File: config.mk
export PLATFORM = sky130hd
export DESIGN_NAME = jtopl_eg_chan_flat
export DESIGN_NICKNAME = d
export VERILOG_FILES = /design/src/rtl/jtopl_eg_pkg.sv /design/src/rtl/jtopl_eg_chan_if.sv /design/src/rtl/jtopl_eg_step.sv /design/src/rtl/jtopl_eg_chan.sv /design/src/flat_wrapper.sv
export SDC_FILE = /design/constraint.sdc
export NUM_CORES = 1
export LEC_CHECK = 0
export ABC_AREA = 1
export CORE_UTILIZATION = 61
export DETAILED_ROUTE_END_ITERATION = 12
export PLACE_DENSITY = 0.79
export RECOVER_POWER = 100
export SLEW_MARGIN = 20
export SYNTH_ARGS = -nofsm -noshare
export SYNTH_HDL_FRONTEND = slang
export SYNTH_HIERARCHICAL = 1
export SYNTH_SLANG_ARGS = --single-unit
File: constraint.sdc
create_clock -name clk -period 19.4 [get_ports clk]
set_input_delay 3.88 -clock clk [delete_from_list [all_inputs] [get_ports clk]]
set_output_delay 3.88 -clock clk [all_outputs]
set_load 0.1 [all_outputs]
File: src/rtl/jtopl_eg_pkg.sv
// jtopl_eg_pkg: phase encodings, step patterns and rate thresholds for the envelope generator
package jtopl_eg_pkg;
  typedef enum logic [1:0] {
    ATTACK  = 2'd0,
    DECAY   = 2'd1,
    SUSTAIN = 2'd2,
    RELEASE = 2'd3
  } eg_state_e;

  localparam logic [3:0]      HI_RATE  = 4'd12;
  localparam logic [5:0]      MAX_RATE = 6'd60;
  localparam logic [3:0][7:0] PAT      = {8'h7F, 8'h77, 8'h57, 8'h55};

  function automatic logic [5:0] eff_rate(input logic [3:0] base, input logic [3:0] ks);
    logic [6:0] r;
    r = {1'b0, base, 2'b00} + {3'b000, ks};
    return base == 4'd0 ? 6'd0 : (r > 7'd63 ? 6'd63 : r[5:0]);
  endfunction
endpackage

File: src/rtl/jtopl_eg_chan_if.sv
// jtopl_eg_chan_if: register-file inputs and operator-side outputs of the envelope channel
interface jtopl_eg_chan_if #(
  parameter int N_SLOTS = 18,
  parameter int EGW     = 10
);
  localparam int SW = $clog2(N_SLOTS);
  logic           cen;
  logic [SW-1:0]  slot_in;
  logic           keyon;
  logic [3:0]     ar;
  logic [3:0]     dr;
  logic [3:0]     rr;
  logic [3:0]     sl;
  logic [3:0]     ks_ofs;
  logic           sus_en;
  logic [EGW-1:0] eg_out;
  logic [1:0]     state_out;
  logic [SW-1:0]  slot_out;
  logic           sweep;

  modport master (
    output cen, keyon, ar, dr, rr, sl, ks_ofs, sus_en,
    input  slot_in, eg_out, state_out, slot_out, sweep
  );
  modport slave (
    input  cen, keyon, ar, dr, rr, sl, ks_ofs, sus_en,
    output slot_in, eg_out, state_out, slot_out, sweep
  );
endinterface

File: src/rtl/jtopl_eg_step.sv
// jtopl_eg_step: one envelope update of a slot from its effective rate and the global counter
module jtopl_eg_step
  import jtopl_eg_pkg::*;
#(
  parameter int EGW  = 10,
  parameter int CNTW = 15
) (
  input  logic [5:0]      rate_i,
  input  logic [CNTW-1:0] cnt_i,
  input  logic            atk_i,
  input  logic [EGW-1:0]  eg_i,
  output logic [EGW-1:0]  eg_o
);
  logic [3:0]     h;
  logic [1:0]     l;
  logic [3:0]     s;
  logic [2:0]     idx;
  logic           step;
  logic [3:0]     inc;
  logic [EGW-1:0] ash;
  logic [EGW:0]   a;
  logic [EGW:0]   sub;
  logic [EGW:0]   sum;
  logic [EGW:0]   dif;

  always_comb begin
    h    = rate_i[5:2];
    l    = rate_i[1:0];
    s    = h < HI_RATE ? 4'd11 - h : 4'd0;
    idx  = 3'({3'b000, cnt_i} >> s);
    step = ((cnt_i & ((CNTW'(1) << s) - CNTW'(1))) == '0) && PAT[l][idx];
    inc  = h < HI_RATE ? (step ? 4'd2 : 4'd0) :
           h == 4'd12  ? (step ? 4'd2 : 4'd1) :
           h == 4'd13  ? (step ? 4'd4 : 4'd2) :
           h == 4'd14  ? (step ? 4'd8 : 4'd4) : 4'd8;
    ash  = h <= HI_RATE ? eg_i >> 4 : h == 4'd13 ? eg_i >> 3 : eg_i >> 2;
    a    = {1'b0, ash} + (EGW+1)'(1);
    sub  = h >= HI_RATE ? (step ? a << 1 : a) : (step ? a : '0);
    // one spare bit flags carry out of the add and borrow out of the subtract
    sum  = {1'b0, eg_i} + (EGW+1)'(inc);
    dif  = {1'b0, eg_i} - sub;
    eg_o = rate_i == 6'd0 ? eg_i :
           !atk_i ? (sum[EGW] ? '1 : sum[EGW-1:0]) :
           (rate_i >= MAX_RATE || dif[EGW]) ? '0 : dif[EGW-1:0];
  end
endmodule

File: src/rtl/jtopl_eg_chan.sv
// jtopl_eg_chan: time-multiplexed ADSR envelope generator, one slot per clock enable
module jtopl_eg_chan
  import jtopl_eg_pkg::*;
#(
  parameter int N_SLOTS = 18,
  parameter int EGW     = 10,
  parameter int CNTW    = 15
) (
  input logic            clk,
  input logic            rst_n,
  jtopl_eg_chan_if.slave bus
);
  localparam int SW = $clog2(N_SLOTS);

  logic [SW-1:0]      slot_q;
  logic [SW-1:0]      slot_d;
  logic [CNTW-1:0]    cnt_q;
  logic [EGW-1:0]     eg_q [N_SLOTS];
  eg_state_e          st_q [N_SLOTS];
  logic [N_SLOTS-1:0] kp_q;
  logic [EGW-1:0]     eg_out_q;
  eg_state_e          st_out_q;
  logic [SW-1:0]      slot_out_q;
  logic               sweep_q;
  logic [EGW-1:0]     eg_cur;
  logic [EGW-1:0]     eg_d;
  logic [EGW-1:0]     thr;
  eg_state_e          st_cur;
  eg_state_e          st_d;
  eg_state_e          ph;
  logic               last;
  logic               kon_e;
  logic               koff_e;
  logic [3:0]         base;
  logic [5:0]         rate;

  always_ff @(posedge clk or negedge rst_n) begin
    if (!rst_n) begin
      slot_q     <= '0;
      cnt_q      <= '0;
      kp_q       <= '0;
      eg_out_q   <= '1;
      st_out_q   <= RELEASE;
      slot_out_q <= '0;
      sweep_q    <= 1'b0;
      for (int i = 0; i < N_SLOTS; i++) begin
        eg_q[i] <= '1;
        st_q[i] <= RELEASE;
      end
    end else if (bus.cen) begin
      slot_q       <= slot_d;
      cnt_q        <= cnt_q + CNTW'(last);
      eg_q[slot_q] <= eg_d;
      st_q[slot_q] <= st_d;
      kp_q[slot_q] <= bus.keyon;
      eg_out_q     <= eg_d;
      st_out_q     <= st_d;
      slot_out_q   <= slot_q;
      sweep_q      <= slot_q == '0;
    end
  end

  always_comb begin
    slot_d = last ? '0 : slot_q + SW'(1);
    st_d   = kon_e  ? ATTACK :
             koff_e ? RELEASE :
             (st_cur == ATTACK && eg_d == '0) ? DECAY :
             (st_cur == DECAY && eg_d >= thr) ? SUSTAIN : st_cur;
  end

  // a key edge switches phase before the update, so the new phase's rate applies this visit
  always_comb begin
    last   = slot_q == SW'(N_SLOTS - 1);
    eg_cur = eg_q[slot_q];
    st_cur = st_q[slot_q];
    kon_e  = bus.keyon & ~kp_q[slot_q];
    koff_e = ~bus.keyon & kp_q[slot_q];
    ph     = kon_e ? ATTACK : koff_e ? RELEASE : st_cur;
    base   = ph == ATTACK ? bus.ar : ph == DECAY ? bus.dr :
             ph == SUSTAIN ? (bus.sus_en ? 4'd0 : bus.rr) : bus.rr;
    rate   = eff_rate(base, bus.ks_ofs);
    thr    = bus.sl == 4'hF ? '1 : {bus.sl, {(EGW-4){1'b0}}};
  end

  jtopl_eg_step #(.EGW(EGW), .CNTW(CNTW)) u_step (
    .rate_i (rate),
    .cnt_i  (cnt_q),
    .atk_i  (ph == ATTACK),
    .eg_i   (eg_cur),
    .eg_o   (eg_d)
  );

  assign bus.slot_in   = slot_q;
  assign bus.eg_out    = eg_out_q;
  assign bus.state_out = st_out_q;
  assign bus.slot_out  = slot_out_q;
  assign bus.sweep     = sweep_q;
endmodule

File: src/flat_wrapper.sv
// flat-port wrapper written by rule: the top's interface ports become plain ports
module jtopl_eg_chan_flat import jtopl_eg_pkg::*;
#(
  parameter int N_SLOTS = 18,
  parameter int EGW     = 10,
  parameter int CNTW    = 15
)
  (clk, rst_n, bus_cen, bus_keyon, bus_ar, bus_dr, bus_rr, bus_sl, bus_ks_ofs, bus_sus_en, bus_slot_in, bus_eg_out, bus_state_out, bus_slot_out, bus_sweep);
  jtopl_eg_chan_if #(.N_SLOTS(N_SLOTS), .EGW(EGW)) bus_i ();
  input logic clk;
  input logic rst_n;
  input wire logic [$bits(bus_i.cen)-1:0] bus_cen;
  input wire logic [$bits(bus_i.keyon)-1:0] bus_keyon;
  input wire logic [$bits(bus_i.ar)-1:0] bus_ar;
  input wire logic [$bits(bus_i.dr)-1:0] bus_dr;
  input wire logic [$bits(bus_i.rr)-1:0] bus_rr;
  input wire logic [$bits(bus_i.sl)-1:0] bus_sl;
  input wire logic [$bits(bus_i.ks_ofs)-1:0] bus_ks_ofs;
  input wire logic [$bits(bus_i.sus_en)-1:0] bus_sus_en;
  output wire logic [$bits(bus_i.slot_in)-1:0] bus_slot_in;
  output wire logic [$bits(bus_i.eg_out)-1:0] bus_eg_out;
  output wire logic [$bits(bus_i.state_out)-1:0] bus_state_out;
  output wire logic [$bits(bus_i.slot_out)-1:0] bus_slot_out;
  output wire logic [$bits(bus_i.sweep)-1:0] bus_sweep;
  assign bus_i.cen = bus_cen;
  assign bus_i.keyon = bus_keyon;
  assign bus_i.ar = bus_ar;
  assign bus_i.dr = bus_dr;
  assign bus_i.rr = bus_rr;
  assign bus_i.sl = bus_sl;
  assign bus_i.ks_ofs = bus_ks_ofs;
  assign bus_i.sus_en = bus_sus_en;
  assign bus_slot_in = bus_i.slot_in;
  assign bus_eg_out = bus_i.eg_out;
  assign bus_state_out = bus_i.state_out;
  assign bus_slot_out = bus_i.slot_out;
  assign bus_sweep = bus_i.sweep;
  jtopl_eg_chan #(.N_SLOTS(N_SLOTS), .EGW(EGW), .CNTW(CNTW)) u_core (.clk(clk), .rst_n(rst_n), .bus(bus_i));
endmodule
After elaboration in Yosys (flattened, before gate mapping)
Cells that the tools add are included.

Flip-flop bits (word level): 272. Latch bits: 0. Bits in writable memories: 0. Bits in read-only memories: 0. Input port bits: 25. Word-level logic and storage cells: 145. Memories kept: 0.

Add/sub/neg operators: 8. Multiply operators: 0. Divide/modulo/power cells: 0. $lt $le $gt $ge: 12. Eq/ne operators: 8. Shift-type cells: 2. Multiplexer cells: 53. Bitwise gates (word level): 6. Reductions and logical operators: 13.

Operators with widths (count): bitwise mux 180 bit (1); 2-to-1 mux 10 bit (10); binary-select mux 10 bit (select 5 bit) (1); demux 10 bit (select 5 bit) (1); 2-to-1 mux 4 bit (10); bitwise mux 36 bit (1); 2-to-1 mux 8 bit (3); 2-to-1 mux 2 bit (11); bitwise mux 18 bit (1); binary-select mux 8 bit (select 2 bit) (1); == test 4 bit, second input constant (4); adder 15 x 1 -> 15 bit (1); AND 15 bit (1); zero test 15 bit (1); left shift 1 x 4 -> 15 bit, first input constant (1); >> shifter 15 x 4 -> 3 bit (1); subtractor 15 x 1 -> 15 bit, second input constant (1); greater-or-equal comparator 6 bit, second input constant (2); 2-to-1 mux 6 bit (2); adder 10 x 4 -> 11 bit (1); subtractor 10 x 10 -> 11 bit (1); binary-select mux 2 bit (select 5 bit) (1); demux 2 bit (select 5 bit) (1); greater-or-equal comparator 10 bit (1); 33 further kinds (43).

Longest topological paths before layout
Gate-level depths: netlist of the first run.

Word-level depth: 37. Mapped depth: 68. Depth with buffers taken out: 64.

Cells and area by module
The synthesis of the first run kept the hierarchy.

By module, submodules not included: jtopl_eg_chan (times used 1, cells an instance 1564, area each 13096.3 um^2, seq. area each 7091.8 um^2); jtopl_eg_step (times used 1, cells an instance 474, area each 2468.6 um^2, seq. area each 0.0 um^2).

Least setup slack after synthesis of the first run
OpenSTA, ideal clock, no wires.

Kind: input to register. Start: input bus_keyon. End: register u_core/st_q[26] in the netlist's numbering. Library setup time: 0.085 ns. Data arrival time: 10.974 ns. Required time: 19.315 ns. Slack: 8.341 ns. Cell stages on the path: 54. Cell sequence: clkbuf_1 > o21bai_2 > nand2_2 > nand2_2 > buf_6 > o21ai_0 > nand2_1 > nand2_1 > inv_1 > ha_1 > inv_1 > fa_1 > nor2_2 > nand2_2 > a21oi_1 > buf_6 > nand2_1 > nand2_1 > [... 18 more ...] > o21ai_0 > nand2_1 > nand2_1 > nor2_1 > nand2_1 > inv_1 > o21ai_0 > a31oi_1 > inv_1 > clkbuf_1 > clkbuf_1 > ha_1 > nand4_1 > o41ai_1 > a21oi_1 > nor2_2 > buf_2 > o21ai_0.

Word-level cells in the longest chain between the ends: 35. Elaborated cells on any way between the ends: 66.

Ends and longest elaborated chain: start: declaration (RTL line flat_wrapper.sv:13) `input wire logic [$bits(bus_i.keyon)-1:0] bus_keyon;`; inverter 1 bit (RTL line jtopl_eg_chan.sv:77) `koff_e = ~bus.keyon & kp_q[slot_q];`; AND 1 bit (RTL line jtopl_eg_chan.sv:77); 2-to-1 mux 2 bit (RTL line jtopl_eg_chan.sv:78) `ph = kon_e ? ATTACK : koff_e ? RELEASE : st_cur;`; 2-to-1 mux 2 bit * (RTL line jtopl_eg_chan.sv:78); == test 2 bit (RTL line jtopl_eg_chan.sv:80) `ph == SUSTAIN ? (bus.sus_en ? 4'd0 : bus.rr) : bus.rr;`; 2-to-1 mux 4 bit (RTL line jtopl_eg_chan.sv:80); 2-to-1 mux 4 bit (RTL line jtopl_eg_chan.sv:79) `base = ph == ATTACK ? bus.ar : ph == DECAY ? bus.dr :`; 2-to-1 mux 4 bit * (RTL line jtopl_eg_chan.sv:79); [... 4 more ...]; named net u_core.rate[3] (RTL line jtopl_eg_chan.sv:35) `logic [5:0] rate;`; [... 16 more ...]; named net u_core.eg_d[0] (RTL line jtopl_eg_chan.sv:26) `logic [EGW-1:0] eg_d;`; greater-or-equal comparator 10 bit (RTL line jtopl_eg_chan.sv:68) `(st_cur == DECAY && eg_d >= thr) ? SUSTAIN : st_cur;`; logical AND 1 bit (RTL line jtopl_eg_chan.sv:68); 2-to-1 mux 2 bit (RTL line jtopl_eg_chan.sv:68); 2-to-1 mux 2 bit * (RTL line jtopl_eg_chan.sv:67) `(st_cur == ATTACK && eg_d == '0) ? DECAY :`; 2-to-1 mux 2 bit * (RTL line jtopl_eg_chan.sv:66) `koff_e ? RELEASE :`; 2-to-1 mux 2 bit * (RTL line jtopl_eg_chan.sv:65) `st_d = kon_e ? ATTACK :`; bitwise mux 36 bit * (RTL line jtopl_eg_chan.sv:54) `st_q[slot_q] <= st_d;`; end signal: indexed assignment (RTL line jtopl_eg_chan.sv:54); end: declaration (RTL line jtopl_eg_chan.sv:19) `eg_state_e st_q [N_SLOTS];`.

The timed path passes the listed nets; every way through them passes the cells marked *. The select of a mux whose other input is x is not followed. A chain may end at the register's enable or synchronous reset.

Worst setup path in the final report of the first run
Same ends and word-level chain as after synthesis.

==> metrics.txt, run 1 <==
status=finished, violations left; failing checks=capacitance limit, slew limit; crit path DAT=between 15 and 20 ns; CTS tree=built; Crit Path Max Fanout=33; GRT overflow=0; drt total wl=~43000 µm; Worst-Skew Late Latency=~0.57 ns; register bit total from synthesis=between 200 and 300; Yosys top cell by area=dfstp_2; post-cts gate resize count=0; routed vias/inst=5.96; Placed Cells=2312; synth-to-layout area growth=8.44%; post-detail-place hpwl=around 28000 µm; pin count of the biggest net entering global routing=around 100; input/output buffers=47; GRT Overall Usage=between 30 and 40%; worst hold slack=between 0.4 and 0.5 ns; Post-synth EDFFs=0; crit path launch type=primary input; f_max=between 60 and 70 MHz; Worst setup EP type=flip-flop; ant diodes=0; count of final hold-check violations=0; most frequent CP cell=nand2_1; max-cap viol count=3; Setup Skew=0.0108 ns; Yosys cell types=56; Slew HR=-270%; share of post-route cells with drive strength above 1=between 10% and 20%; crit path buf inv count=10; Slew @ Worst Pin=about 5.5 ns; Die ar.=~26000 µm²; synthesized area per cell=between 7 and 8 µm²; worst hold path class=reg -> reg; Post-CTS Setup Inserts=0; setup TNS=0 ns; Core Util, Final=roughly two thirds; Rows=58; wire per inst=around 18 µm; Max Transition Viols Final=~280; clock-pin transition on the worst setup and hold timing paths=about 0.06 ns; routed via count=between 10000 and 15000; die width=roughly 160 µm; sequential cell area fraction in the yosys report=about 46%; 1st-iter DRT viols=roughly 1600; I/O pins=48; Ys Warns=6; clk sinks=around 270; Worst EP required=around 20 ns; Final setup viols=0; Setup Crit Path Kind=in -> reg; final cell count without fillers=approximately 2400; antenna-violating nets left=0; CORE AREA=25100 µm²; hold buffers post-CTS=0; vias in the first global route=13189; Placer Congestion=0.934; Cells after Synth=slightly above 2000; H-tree levels=1; first-pass GRT wire length=between 60000 and 70000 µm; Bufs on Longest Clock Path=3; DRC viols=0; initial antenna violation count=0; RSZ-0062 raised after global routing=no; Pre-antenna DRT Iters=5; top cells by area, synth=dfstp_2 38%, nand2_1 14%, o21ai_0 12%; Async SR Flop Fraction=between 90% and 100%; Root Buffer=clkbuf_16; Top delay family on crit path=simple AND/OR/NAND/NOR gates; Yosys top cell area share=38.5%; height of the die=around 160 µm; Mapped Area=about 16000 µm²; slowest CP cell=dlygate4sd3_1; Net count, final=just over 2000; Period minus WS final=15.13 ns; Net Count, Synth=2100; initial core utilization=approximately three fifths; Final period util=78.0%; max incr delay on CP=between 1 and 1.5 ns; CTS Buf Count=29; Post-synth top flop=dfstp_2
-- layer usage --
layer  track usage, %  share of wire, %
met1             46.3                43
met2             54.1                47
met3             3.65               7.1
met4             12.4               3.3
met5                0                 0
-- per-stage QoR --
stage	cell area, µm²	setup slack (ns)
after floorplan	15600	8.34
after global placement	16000	5.93
after CTS	16900	6.05
final	16900	4.27
after global routing	16900	3.09
after detailed placement	16000	5.47
-- cells in the mapped netlist, types with 5 or more instances --
| cell | n |
|---|---|
| buf_2 | 6 |
| a22oi_1 | 12 |
| xnor2_1 | 9 |
| dfrtp_1 | 44 |
| nand2_2 | 17 |
| a21oi_1 | 54 |
| xor2_1 | 15 |
| nor2_2 | 5 |
| nor3_1 | 10 |
| nand3_1 | 81 |
| o21ai_1 | 19 |
| nand2_1 | 567 |
| inv_1 | 161 |
| buf_6 | 11 |
| nor2_1 | 167 |
| o21ai_0 | 363 |
| nor2_4 | 7 |
| ha_1 | 34 |
| clkbuf_1 | 89 |
| nand2_4 | 5 |
| dfstp_2 | 228 |
| inv_2 | 6 |
| a31oi_1 | 8 |
| o211ai_1 | 5 |
| o22ai_1 | 41 |
| nand4_1 | 23 |
-- layout make-up --
type	count	area, µm²
clock inverters	4	61.3
multi-input cells	1481	7240
flip-flops and latches	272	7100
well taps	330	413
inverters	173	662
clock buffers	49	883
fillers	2153	8230
repair buffers	56	524
-- registers in the layout, indices dropped and copies added (netlist names) --
name	count
u_core/cnt_q	15
u_core/eg_q	180
u_core/bus.sweep	1
u_core/bus.slot_out	5
u_core/bus.state_out	2
u_core/st_q	36
u_core/kp_q	18
u_core/bus.slot_in	5
u_core/bus.eg_out	10
-- cell families after synthesis --
group,count (synthesis),synth area share [%]
xor+xnor,24,1.35
flops,272,45.6
compound gates,520,17.9
buf+inv,285,7.70
fa+ha+maj,37,3.12
simple gates,900,24.4
-- path summary, 6_finish.rpt --
kind | start | endpoint | slack (ns) | cells after the start
setup / recovery | bus_keyon | u_core/st_q[26] | 4.27 | 48
hold / removal | u_core/st_q[27] | u_core/st_q[27] | 0.47 | 2
setup reg to reg | u_core/bus.slot_in[0] | u_core/st_q[26] | 6.23 | 53
hold reg to reg | u_core/st_q[27] | u_core/st_q[27] | 0.47 | 2
max in group asynchronous | rst_n | u_core/eg_q[139] | 5.87 | 3
min in group asynchronous | rst_n | u_core/kp_q[12] | 5.34 | 1
-- cells in the final DEF, fill, tap and decap left out, drive strengths merged --
master,count
ha,34
nand3b,2
fa,3
o21ai,384
dfrtp,44
bufinv,1
clkdlybuf4s50,21
dlygate4sd3,25
nand3,83
o21bai,3
or2,5
nor2,181
xnor2,9
dfstp,228
and2,1
and3,1
o211ai,7
nor4,2
inv,173
buf,7
nor3,13
o2111ai,1
nand4,23
nand2,589
a21oi,56
o22ai,41
a22oi,12
o41ai,1
o21a,3
clkbuf,52
a211oi,2
clkinv,3
a31oi,8
a21boi,2
xor2,15
-- worst min-delay path, stage by stage, from the launching register on --
cell	delay, ns
dfstp_2	0.37
nand2_1	0.05
nand2_1	0.05
Power of run 1 is left out: the tool's default activity adds up to more than one toggle a clock period on the data nets, which glitch-free logic cannot reach.
==> inputs of run 2 (changes only) <==
--- a/config.mk
+++ b/config.mk
@@ -6,9 +6,9 @@
 export NUM_CORES = 1
 export LEC_CHECK = 0
 export ABC_AREA = 1
-export CORE_UTILIZATION = 61
+export CORE_UTILIZATION = 56
 export DETAILED_ROUTE_END_ITERATION = 12
-export PLACE_DENSITY = 0.79
+export PLACE_DENSITY = 0.77
 export RECOVER_POWER = 100
 export SLEW_MARGIN = 20
 export SYNTH_ARGS = -nofsm -noshare
==> constraint.sdc (replaced) <==
create_clock -name clk -period 13.15 [get_ports clk]
set_input_delay 2.63 -clock clk [delete_from_list [all_inputs] [get_ports clk]]
set_output_delay 2.63 -clock clk [all_outputs]
set_load 0.1 [all_outputs]
==> run 2 against run 1 <==
- the run still ends with capacitance limit, slew limit left
- non-clock buffer count up 6
- core utilization down 4.6 points
- clock skew up 0.011 ns
- die area up 8.8%
- via count down 0.83%
- cell count up 2.0%
- wire length up 2.5%
- critical endpoint is now u_core/st_q[2]
==> metrics.txt, run 2 (synthesis gave the netlist of run 1 again) <==
max incr delay on CP=0.79 ns (-0.27 ns); height of the die=169 µm (+4.3%); Crit Path Max Fanout=19 (-42%); Largest regs=u_core/eg_q x180, u_core/st_q x36, u_core/kp_q x18; first-pass GRT wire length=70400 µm (+1.6%); Worst EP required=13.65 ns (-6.19 ns); post-cts gate resize count=0 (unchanged); hold buffers post-CTS=0 (unchanged); input/output buffers=47 (unchanged); f_max=between 80 and 90 MHz; wire per inst=18.2 µm (+0.44%); most frequent cells in the layout=568 x nand2_1, 369 x o21ai_0, 228 x dfstp_2; Top delay family on crit path=simple AND/OR/NAND/NOR gates; Worst-Skew Late Latency=0.57 ns (about the same); crit path DAT=12.20 ns (-3.37 ns); Max Transition Viols Final=277 (unchanged); GRT overflow=0 (unchanged); crit path buf inv count=10 (unchanged); Setup Skew=0.0221 ns (+0.0112 ns); Die ar.=28500 µm² (+8.8%); vias in the first global route=12898 (-2.2%); synth-to-layout area growth=9.00%; pin count of the biggest net entering global routing=121 (+16%); 1st-iter DRT viols=1438 (-11%); count of final hold-check violations=0 (unchanged); DRC viols=0 (unchanged); met1 Track Usage GR=43.8% (-2.4 points); status=finished, violations left; routed vias/inst=5.79 (-2.8%); Placer Congestion=0.948 (+1.5%); share of post-route cells with drive strength above 1=16.7% (+0.59 points); drt total wl=43800 µm (+2.5%); Setup Crit Path Kind=in -> reg; Placed Instance Area=16100 µm² (+0.61%); Net count, final=2082 (+0.34%); clock-pin transition on the worst setup and hold timing paths=0.06 ns (about the same); Final setup viols=0 (unchanged); CORE AREA=27100 µm² (+7.9%); I/O pins=48 (unchanged); RSZ-0062 raised after global routing=no; setup slack after layout=1.44 ns (-2.83 ns); setup TNS=0 ns (unchanged); H-tree levels=1 (unchanged); Slew @ Worst Pin=6.47 ns (+0.925 ns); crit path launch type=primary input; grt met2 use=50.1% (-4.1 points); Post-CTS Setup Inserts=0 (unchanged); routed via count=13969 (-0.83%); ant diodes=0 (unchanged); clk sinks=272 (unchanged); failing checks=capacitance limit, slew limit; slowest CP cell=o41ai_1; initial core utilization=57.4% (-4.6 points); CTS Buf Count=30 (+3.4%); GR peak layer=met2; worst hold path class=reg -> reg; max FFs per register=180 (unchanged); Period minus WS final=around 12 ns; GRT Overall Usage=31.2% (-2.2 points); most frequent CP cell=nand2_1; M3 GR Usage=4.40% (+0.74 points); commonest non-fill, non-tap cell in the layout=nand2_1; Slew HR=-331% (-62 points); max-cap viol count=3 (unchanged); CTS tree=built; Reg with most FFs=u_core/eg_q; Place WS=1.49 ns (-3.98 ns); Final period util=89.0%; Worst setup EP type=flip-flop; Root Buffer=clkbuf_16; Pre-antenna DRT Iters=6 (+1); Design Area, Final=17000 µm² (+0.52%); Core Util, Final=62.6% (-4.6 points); Bufs on Longest Clock Path=3 (unchanged); die width=169 µm (+4.3%); post-detail-place hpwl=29100 µm (+2.5%); Rows=60 (+3.4%); initial antenna violation count=0 (unchanged); antenna-violating nets left=0 (unchanged)
## run 2: changes by cell type in the layout (fill, tap and decap cells not counted), moves of 2 or more
| cell | previous run | this run |
|---|---|---|
| clkbuf_1 | 17 | 14 |
| inv_6 | 1 | 3 |
| nand2_1 | 571 | 568 |
| nand2_4 | 3 | 5 |
| buf_4 | 7 | 12 |
| clkinv_2 | 1 | 3 |
## run 2: path summary, 6_finish.rpt
path,end,cells past startpoint,slack (ns),from
min,u_core/st_q[27],2,0.47,u_core/st_q[27]
max reg2reg,u_core/st_q[2],55,2.06,u_core/bus.slot_in[0]
max,u_core/st_q[2],51,1.44,bus_keyon
max in group asynchronous,u_core/bus.sweep,2,2.71,rst_n
min reg2reg,u_core/st_q[27],2,0.47,u_core/st_q[27]
min in group asynchronous,u_core/kp_q[11],1,4.50,rst_n
## run 2: layer usage
metal  wire length, µm  up-vias
met5                 0        -
met4              1270        0
met3              3440       87
met2             20000      568
met1             19200     6667
li1                  -     6647
## run 2: tightest hold or removal path, stage by stage, from the launching register on
cell and delay, ns:
dfstp_2 0.37, nand2_1 0.05, nand2_1 0.05
## run 2: stage by stage
step	hold WS (ns)	cells
2_1_floorplan	0.446	2038
3_3_place_gp	0.454	2360
3_5_place_dp	0.457	2360
4_1_cts	0.468	2413
5_1_grt	0.482	2413
6_report	0.467	2413
## run 2: area by class of cell
| type | instances | area [µm²] |
|---|---|---|
| tap | 372 | 465 |
| multi-input combinational | 1481 | 7260 |
| fill | 2379 | 10100 |
| clock buffer | 45 | 857 |
| sequential | 272 | 7100 |
| clock inverter | 8 | 61.3 |
| inverter | 173 | 662 |
| timing repair buffer | 62 | 566 |
Power of run 2 is left out for the same reason.
